--- src/rtl/fp16_pkg.sv ---
// fp16_pkg: shared constants and types for the binary16 add/sub back end.
//   EXP_W / MANT_W : exponent field width / mantissa width incl. hidden bit
//   BIAS, EXP_MAX  : binary16 exponent bias and the all-ones (Inf/NaN) code
//   state_t        : normalizer FSM states
//   RES_*          : bit positions of the packed {sign, exp, frac} result
package fp16_pkg;

  localparam int EXP_W   = 5;
  localparam int MANT_W  = 11;
  localparam int BIAS    = 15;
  localparam int EXP_MAX = 31;

  localparam int RES_W       = 16;
  localparam int RES_SIGN    = 15;
  localparam int RES_EXP_HI  = 14;
  localparam int RES_EXP_LO  = 10;
  localparam int RES_FRAC_HI = 9;
  localparam int RES_FRAC_LO = 0;

  typedef enum logic [1:0] {
    IDLE  = 2'd0,
    NORM  = 2'd1,
    ROUND = 2'd2,
    DONE  = 2'd3
  } state_t;

endpackage

--- src/rtl/fp16_round_rne.sv ---
// fp16_round_rne: combinational round-to-nearest-even increment.
//   mant     in  MANT_W  mantissa to round (carry position already folded)
//   g, r, s  in  1       guard, round, sticky below the mantissa LSB
//   mant_rnd out MANT_W  rounded mantissa (low bits of the sum)
//   carry    out 1       rounding overflowed out of the mantissa
module fp16_round_rne
  import fp16_pkg::*;
#(
  parameter int MANT_W = fp16_pkg::MANT_W
) (
  input  logic [MANT_W-1:0] mant,
  input  logic              g,
  input  logic              r,
  input  logic              s,
  output logic [MANT_W-1:0] mant_rnd,
  output logic              carry
);

  logic round_up;

  // Above half always rounds up; an exact tie rounds up only from an odd LSB.
  assign round_up = g & (r | s | mant[0]);

  assign {carry, mant_rnd} = {1'b0, mant} + {{MANT_W{1'b0}}, round_up};

endmodule

--- src/rtl/fp16_normalizer.sv ---
// fp16_normalizer: normalize / round (RNE) / pack stage of the binary16 adder.
//   clk, rst_n          clock, asynchronous active-low reset
//   in_valid/in_ready   input handshake for one operand bundle
//   mant_in[11:0]       raw mantissa, bit 11 = carry, bit 10 = hidden position
//   exp_in, grs_in      biased common exponent, guard/round/sticky
//   sign_in, op_in      result sign, 1 = effective subtraction
//   out_valid/out_ready output handshake
//   result[15:0]        packed {sign, exp, frac}
//   flag_ovf/unf/zero   overflow to Inf, subnormal or flushed, result is +/-0
// Build option: define FP16_NORM_FTZ_EN to flush subnormal results to zero.
module fp16_normalizer
  import fp16_pkg::*;
#(
  parameter int MANT_W = fp16_pkg::MANT_W,
  parameter int EXP_W  = fp16_pkg::EXP_W
) (
  input  logic              clk,
  input  logic              rst_n,
  input  logic              in_valid,
  output logic              in_ready,
  input  logic [MANT_W:0]   mant_in,
  input  logic [EXP_W-1:0]  exp_in,
  input  logic [2:0]        grs_in,
  input  logic              sign_in,
  input  logic              op_in,
  output logic              out_valid,
  input  logic              out_ready,
  output logic [RES_W-1:0]  result,
  output logic              flag_ovf,
  output logic              flag_unf,
  output logic              flag_zero
);

  // One extra exponent bit: the carry shift plus a rounding carry can push
  // the exponent past the field's range before the overflow check.
  localparam int IEXP_W = EXP_W + 1;

  state_t state_reg, state_next;

  logic [MANT_W:0]      mant_reg;
  logic [IEXP_W-1:0]    exp_reg;
  logic                 g_reg, r_reg, s_reg;
  logic                 sign_reg, op_reg;
  logic [RES_W-1:0]     result_reg;
  logic                 flag_ovf_reg, flag_unf_reg, flag_zero_reg;

  // NORM decode
  logic norm_carry, norm_zero, norm_hidden, norm_floor;
  assign norm_carry  = mant_reg[MANT_W];
  assign norm_zero   = (mant_reg == '0) && !g_reg && !r_reg && !s_reg;
  assign norm_hidden = mant_reg[MANT_W-1];
  assign norm_floor  = (exp_reg <= IEXP_W'(1));

  // Rounding and post-round renormalization
  logic [MANT_W-1:0] mant_rnd, mant_fin;
  logic              rnd_carry;
  logic [IEXP_W-1:0] exp_fin;

  fp16_round_rne #(.MANT_W(MANT_W)) u_round (
    .mant     (mant_reg[MANT_W-1:0]),
    .g        (g_reg),
    .r        (r_reg),
    .s        (s_reg),
    .mant_rnd (mant_rnd),
    .carry    (rnd_carry)
  );

  // A rounding carry can only come from all-ones, so the shifted value is
  // exactly the hidden bit alone.
  assign mant_fin = rnd_carry ? {1'b1, {(MANT_W-1){1'b0}}} : mant_rnd;
  assign exp_fin  = exp_reg + IEXP_W'(rnd_carry);

  // Packing of the rounded value
  logic [RES_W-1:0] pack_result;
  logic             pack_ovf, pack_unf, pack_zero;

  always_comb begin
    pack_result = '0;
    pack_ovf    = 1'b0;
    pack_unf    = 1'b0;
    pack_zero   = 1'b0;
    pack_result[RES_SIGN] = sign_reg;
    if (exp_fin >= IEXP_W'(EXP_MAX)) begin
      pack_result[RES_EXP_HI:RES_EXP_LO] = '1;
      pack_ovf = 1'b1;
    end else if (!mant_fin[MANT_W-1]) begin
      pack_unf = 1'b1;
`ifdef FP16_NORM_FTZ_EN
      pack_zero = 1'b1;
`else
      pack_result[RES_FRAC_HI:RES_FRAC_LO] = mant_fin[MANT_W-2:0];
      pack_zero = (mant_fin == '0);
`endif
    end else begin
      pack_result[RES_EXP_HI:RES_EXP_LO]   = exp_fin[EXP_W-1:0];
      pack_result[RES_FRAC_HI:RES_FRAC_LO] = mant_fin[MANT_W-2:0];
    end
  end

  // FSM: state register
  always_ff @(posedge clk or negedge rst_n) begin
    if (!rst_n) state_reg <= IDLE;
    else        state_reg <= state_next;
  end

  // FSM: next state
  always_comb begin
    state_next = state_reg;
    case (state_reg)
      IDLE:  if (in_valid) state_next = NORM;
      // After a carry shift the hidden bit is set, so the following NORM
      // cycle hands straight over to ROUND.
      NORM: begin
        if (norm_carry)                    state_next = NORM;
        else if (norm_zero)                state_next = DONE;
        else if (norm_hidden || norm_floor) state_next = ROUND;
      end
      ROUND: state_next = DONE;
      DONE:  if (out_ready) state_next = IDLE;
      default: state_next = IDLE;
    endcase
  end

  // FSM: outputs
  always_comb begin
    in_ready  = 1'b0;
    out_valid = 1'b0;
    case (state_reg)
      IDLE:    in_ready  = 1'b1;
      DONE:    out_valid = 1'b1;
      default: ;
    endcase
  end

  // Datapath
  always_ff @(posedge clk or negedge rst_n) begin
    if (!rst_n) begin
      mant_reg      <= '0;
      exp_reg       <= '0;
      g_reg         <= 1'b0;
      r_reg         <= 1'b0;
      s_reg         <= 1'b0;
      sign_reg      <= 1'b0;
      op_reg        <= 1'b0;
      result_reg    <= '0;
      flag_ovf_reg  <= 1'b0;
      flag_unf_reg  <= 1'b0;
      flag_zero_reg <= 1'b0;
    end else begin
      case (state_reg)
        IDLE: begin
          if (in_valid) begin
            mant_reg      <= mant_in;
            exp_reg       <= {1'b0, exp_in};
            g_reg         <= grs_in[2];
            r_reg         <= grs_in[1];
            s_reg         <= grs_in[0];
            sign_reg      <= sign_in;
            op_reg        <= op_in;
            flag_ovf_reg  <= 1'b0;
            flag_unf_reg  <= 1'b0;
            flag_zero_reg <= 1'b0;
          end
        end
        NORM: begin
          if (norm_carry) begin
            mant_reg <= mant_reg >> 1;
            exp_reg  <= exp_reg + IEXP_W'(1);
            g_reg    <= mant_reg[0];
            r_reg    <= g_reg;
            s_reg    <= s_reg | r_reg;
          end else if (norm_zero) begin
            // x - x yields +0 under round-to-nearest; a true add keeps its sign
            result_reg    <= {sign_reg & ~op_reg, {(RES_W-1){1'b0}}};
            flag_zero_reg <= 1'b1;
          end else if (!norm_hidden && !norm_floor) begin
            mant_reg <= {mant_reg[MANT_W-1:0], g_reg};
            g_reg    <= r_reg;
            r_reg    <= 1'b0;
            exp_reg  <= exp_reg - IEXP_W'(1);
          end
        end
        ROUND: begin
          result_reg    <= pack_result;
          flag_ovf_reg  <= pack_ovf;
          flag_unf_reg  <= pack_unf;
          flag_zero_reg <= pack_zero;
        end
        default: ;
      endcase
    end
  end

  assign result    = result_reg;
  assign flag_ovf  = flag_ovf_reg;
  assign flag_unf  = flag_unf_reg;
  assign flag_zero = flag_zero_reg;

endmodule

--- config.mk ---
export PLATFORM = sky130hd
export DESIGN_NAME = fp16_normalizer
export DESIGN_NICKNAME = d
export VERILOG_FILES = /design/src/rtl/fp16_pkg.sv /design/src/rtl/fp16_round_rne.sv /design/src/rtl/fp16_normalizer.sv
export SDC_FILE = /design/constraint.sdc
export NUM_CORES = 1
export LEC_CHECK = 0
export ABC_AREA = 1
export BUFFER_PORTS_ARGS = -buffer_cell sky130_fd_sc_hd__clkbuf_2
export CORE_MARGIN = 5
export CORE_UTILIZATION = 50
export DETAILED_ROUTE_END_ITERATION = 8
export PLACE_DENSITY_LB_ADDON = 0.1
export SLEW_MARGIN = 40
export SYNTH_ARGS = -nofsm -noshare
export SYNTH_HDL_FRONTEND = slang
export SYNTH_SLANG_ARGS = --single-unit
--- constraint.sdc ---
create_clock -name clk -period 4.06 [get_ports clk]
set_input_delay 0.812 -clock clk [delete_from_list [all_inputs] [get_ports clk]]
set_output_delay 0.812 -clock clk [all_outputs]
set_load 0.02 [all_outputs]
==> flow_summary_export.csv <==
group,metric,value,unit
detailed_routing,wl,7300,µm
timing,max_slew_margin,61.3,%
setup_path,end_kind,"flop",
cells_and_area,layout.nets,478,
cells_and_area,fin_util,56.4,%
setup_path,rr_worst_depth,10,
cts,root_buffer,"clkbuf_8",
floorplan,core-area,5850,µm²
detailed_routing,via_count,2749,
yosys,yosysTopAreaCellShare,36.8,%
cts,cts_buffer_depth,2,
cts,postCtsHoldBufs,0,
floorplan,pin_count,47,
detailed_routing,drt_iter0_markers,207,
detailed_routing,ant_nets,0,
detailed_routing,dr.pass1.iters,4,
grt,gr-usage-all-layers,20.5,%
cts,numCtsBuffers,5,
cells_and_area,area_growth_syn_to_layout,10.4,%
setup_path,path_max_fanout,28,
yosys,synth_area,2990,µm²
yosys,synth-edff-count,0,
hold_path,holdCritPathClass,"in2async",
yosys,ys_warn_count,0,
setup_path,cp.required,4280,ps
job,cap_violations,0,
yosys,synthCells,402,
timing,timing.final.ws_setup,1360,ps
cells_and_area,diodes,0,
placed_design,preCtsSetupSlack,1210,ps
timing,post-route-period-util,66.6,%
yosys,synth_area_per_cell,7.44,µm²
floorplan,rows,28,
grt,grt_pass1_wl,12500,µm
yosys,synthFlopType,"dfrtp_1",
cts,cts_tree,"built",
cts,cts.reportedPaths.clkPinSlew,80,ps
cts,htreeDepth,2,
timing,skew,5.41,ps
yosys,yosysMostFrequentCell,"nand2_1",
cts,postCtsSetupBuffers,0,
pwr,p_leak,1.70,nW
cts,cts.sinks,44,
setup_path,slowest_delay,530,ps
grt,grt_pass1_vias,2710,
timing,fmax,370,MHz
placed_design,gp_congestion,0.853,
pwr,irDropWorstVdd,353,µV
yosys,syn-num-nets,439,
timing,final-setup-viol-count,0,
setup_path,crit_path_top_delay_cell,"ha_1",
setup_path,worstPathArrival,2930,ps
yosys,ys_seq_elements,44,
floorplan,start_util,51.1,%
floorplan,die_y,87.3,µm
setup_path,reg2reg_setup_slack,1360,ps
yosys,synthArstFlopShare,100,%
cts,clock_latency,290,ps
grt,antenna_found_initial,0,
floorplan,die_area,7630,µm²
timing,fin_hold_ws,415,ps
timing,worstMarginPinSlew,580,ps
yosys,seq_area_frac_synth,36.8,%
setup_path,critPathLaunchType,"flop",
placed_design,hpwlAfterDp,5550,µm
yosys,synthTopCellsByArea,"dfrtp_1 37%, nand2_1 17%, nand3_1 5.0%",
cts,cts_resized,0,
grt,grt.overflow.total,0,
timing,rsz0062_at_grt,"false",
pwr,p_per_area,760,nW/µm²
timing,final_hold_viol_count,0,
detailed_routing,drc,0,
detailed_routing,wl_per_cell,14.1,µm
detailed_routing,viasPerCell,5.33,
setup_path,worst-setup-path-type,"reg2reg",
yosys,synth_top_area_cell,"dfrtp_1",
yosys,yosysUniqueCellTypes,38,
grt,grt_max_degree,32,
timing,finalMaxSlewViolations,0,
yosys,synth_common_cells,"132 x nand2_1, 44 x dfrtp_1, 35 x inv_1",
timing,setup_tns,0,ps
timing,fin_crit,2700,ps
cells_and_area,largest_reg_flops,16,
placed_design,port_buffers,46,
floorplan,die_x,87.3,µm
cells_and_area,n_fill_cell,591,
cells_and_area,drive_gt1_share,19.7,%
pwr,power.total,0.00251,W
outcome,outcome,"finished, final reports clean",
setup_path,reg2reg_to,"mant_reg[5]",
setup_path,crit_chain,"inv_1 -> ha_1 -> nand2_1 -> inv_1 -> a21oi_1 -> nand2_1 -> nand3_2 -> inv_4 -> o21ai_0 -> o21ai_1",
-- how the worst max path moves through the flow --
| stage | start | endpoint | slack [ps] | cells past startpoint |
|---|---|---|---|---|
| floorplan | g_reg | result[0] | 1850 | 14 |
| global placement | flop | mant_reg[4] | 1330 | 9 |
| detailed placement | flop | mant_reg[4] | 1210 | 9 |
| CTS | flop | mant_reg[4] | 1190 | 9 |
| global route | flop | mant_reg[4] | 1050 | 10 |
| finish | flop | mant_reg[5] | 1360 | 10 |
-- metal layers --
metal | routed length [µm] | GRT usage (%)
met2 | 3600 | 34.9
met1 | 3210 | 26.2
met4 | 125 | 7.25
met5 | 0 | 0
met3 | 354 | 3.31
-- cells in the final DEF (no fill, tap or decap), types with 3 or more instances in the layout --
cell type	netlist	layout
o21ai_0	22	22
nand3_2	4	4
clkbuf_2	2	46
a21oi_1	5	5
o21ai_1	13	13
inv_2	3	4
ha_1	11	11
nor2_1	21	21
nand3_1	30	30
nand2_1	132	132
xor2_1	6	6
o21ai_2	11	11
clkbuf_8	0	5
dfrtp_1	44	44
o31ai_1	3	3
o211ai_1	9	9
nor2_2	3	3
nand4_1	14	14
inv_1	35	34
-- worst max-delay path: cells and delay by family, from the launching register on --
family | cells | cell delay [ps]
and+or+nand+nor | 3 | 750
buffers and inverters | 3 | 640
adders and majority gates | 1 | 530
DFF | 1 | 420
AOI/OAI and AO/OA | 3 | 280
-- report_power, final --
part / switching (W) / total, W / internal (W)
clock: 0.000144 / 0.000261 / 0.000117
combinational: 0.000974 / 0.00143 / 0.000456
sequential: 0.000199 / 0.000817 / 0.000617
total: 0.00132 / 0.00251 / 0.00119
-- stage by stage --
step                      std cells  cell area, µm²
after CTS                       516            3300
after global routing            516            3300
after floorplan                 402            2990
final                           516            3300
after global placement          509            3220
after detailed placement        509            3220
-- cell type report --
cell class	instances	area (µm²)	share of cell area, %
multi-input cells	304	1640	49.7
clock inverters	1	5.00	0.152
flip-flops and latches	44	1100	33.4
repair buffers	47	238	7.20
well taps	75	93.8	2.84
clock buffers	6	72.6	2.20
inverters	39	149	4.51
-- cells by family (layout without fill, tap and decap cells) --
logic type / after synthesis / count (layout) / share of synthesized area, %
AOI/OAI and AO/OA: 68 / 68 / 14.4
xor gates and xnor gates: 7 / 7 / 2.05
adders and majority gates: 11 / 11 / 4.60
buffers and inverters: 54 / 93 / 8.28
DFF: 44 / 44 / 36.8
muxes: 2 / 2 / 0.711
and+or+nand+nor: 216 / 216 / 33.1
Note: power is estimated with default switching activity, not from simulation.
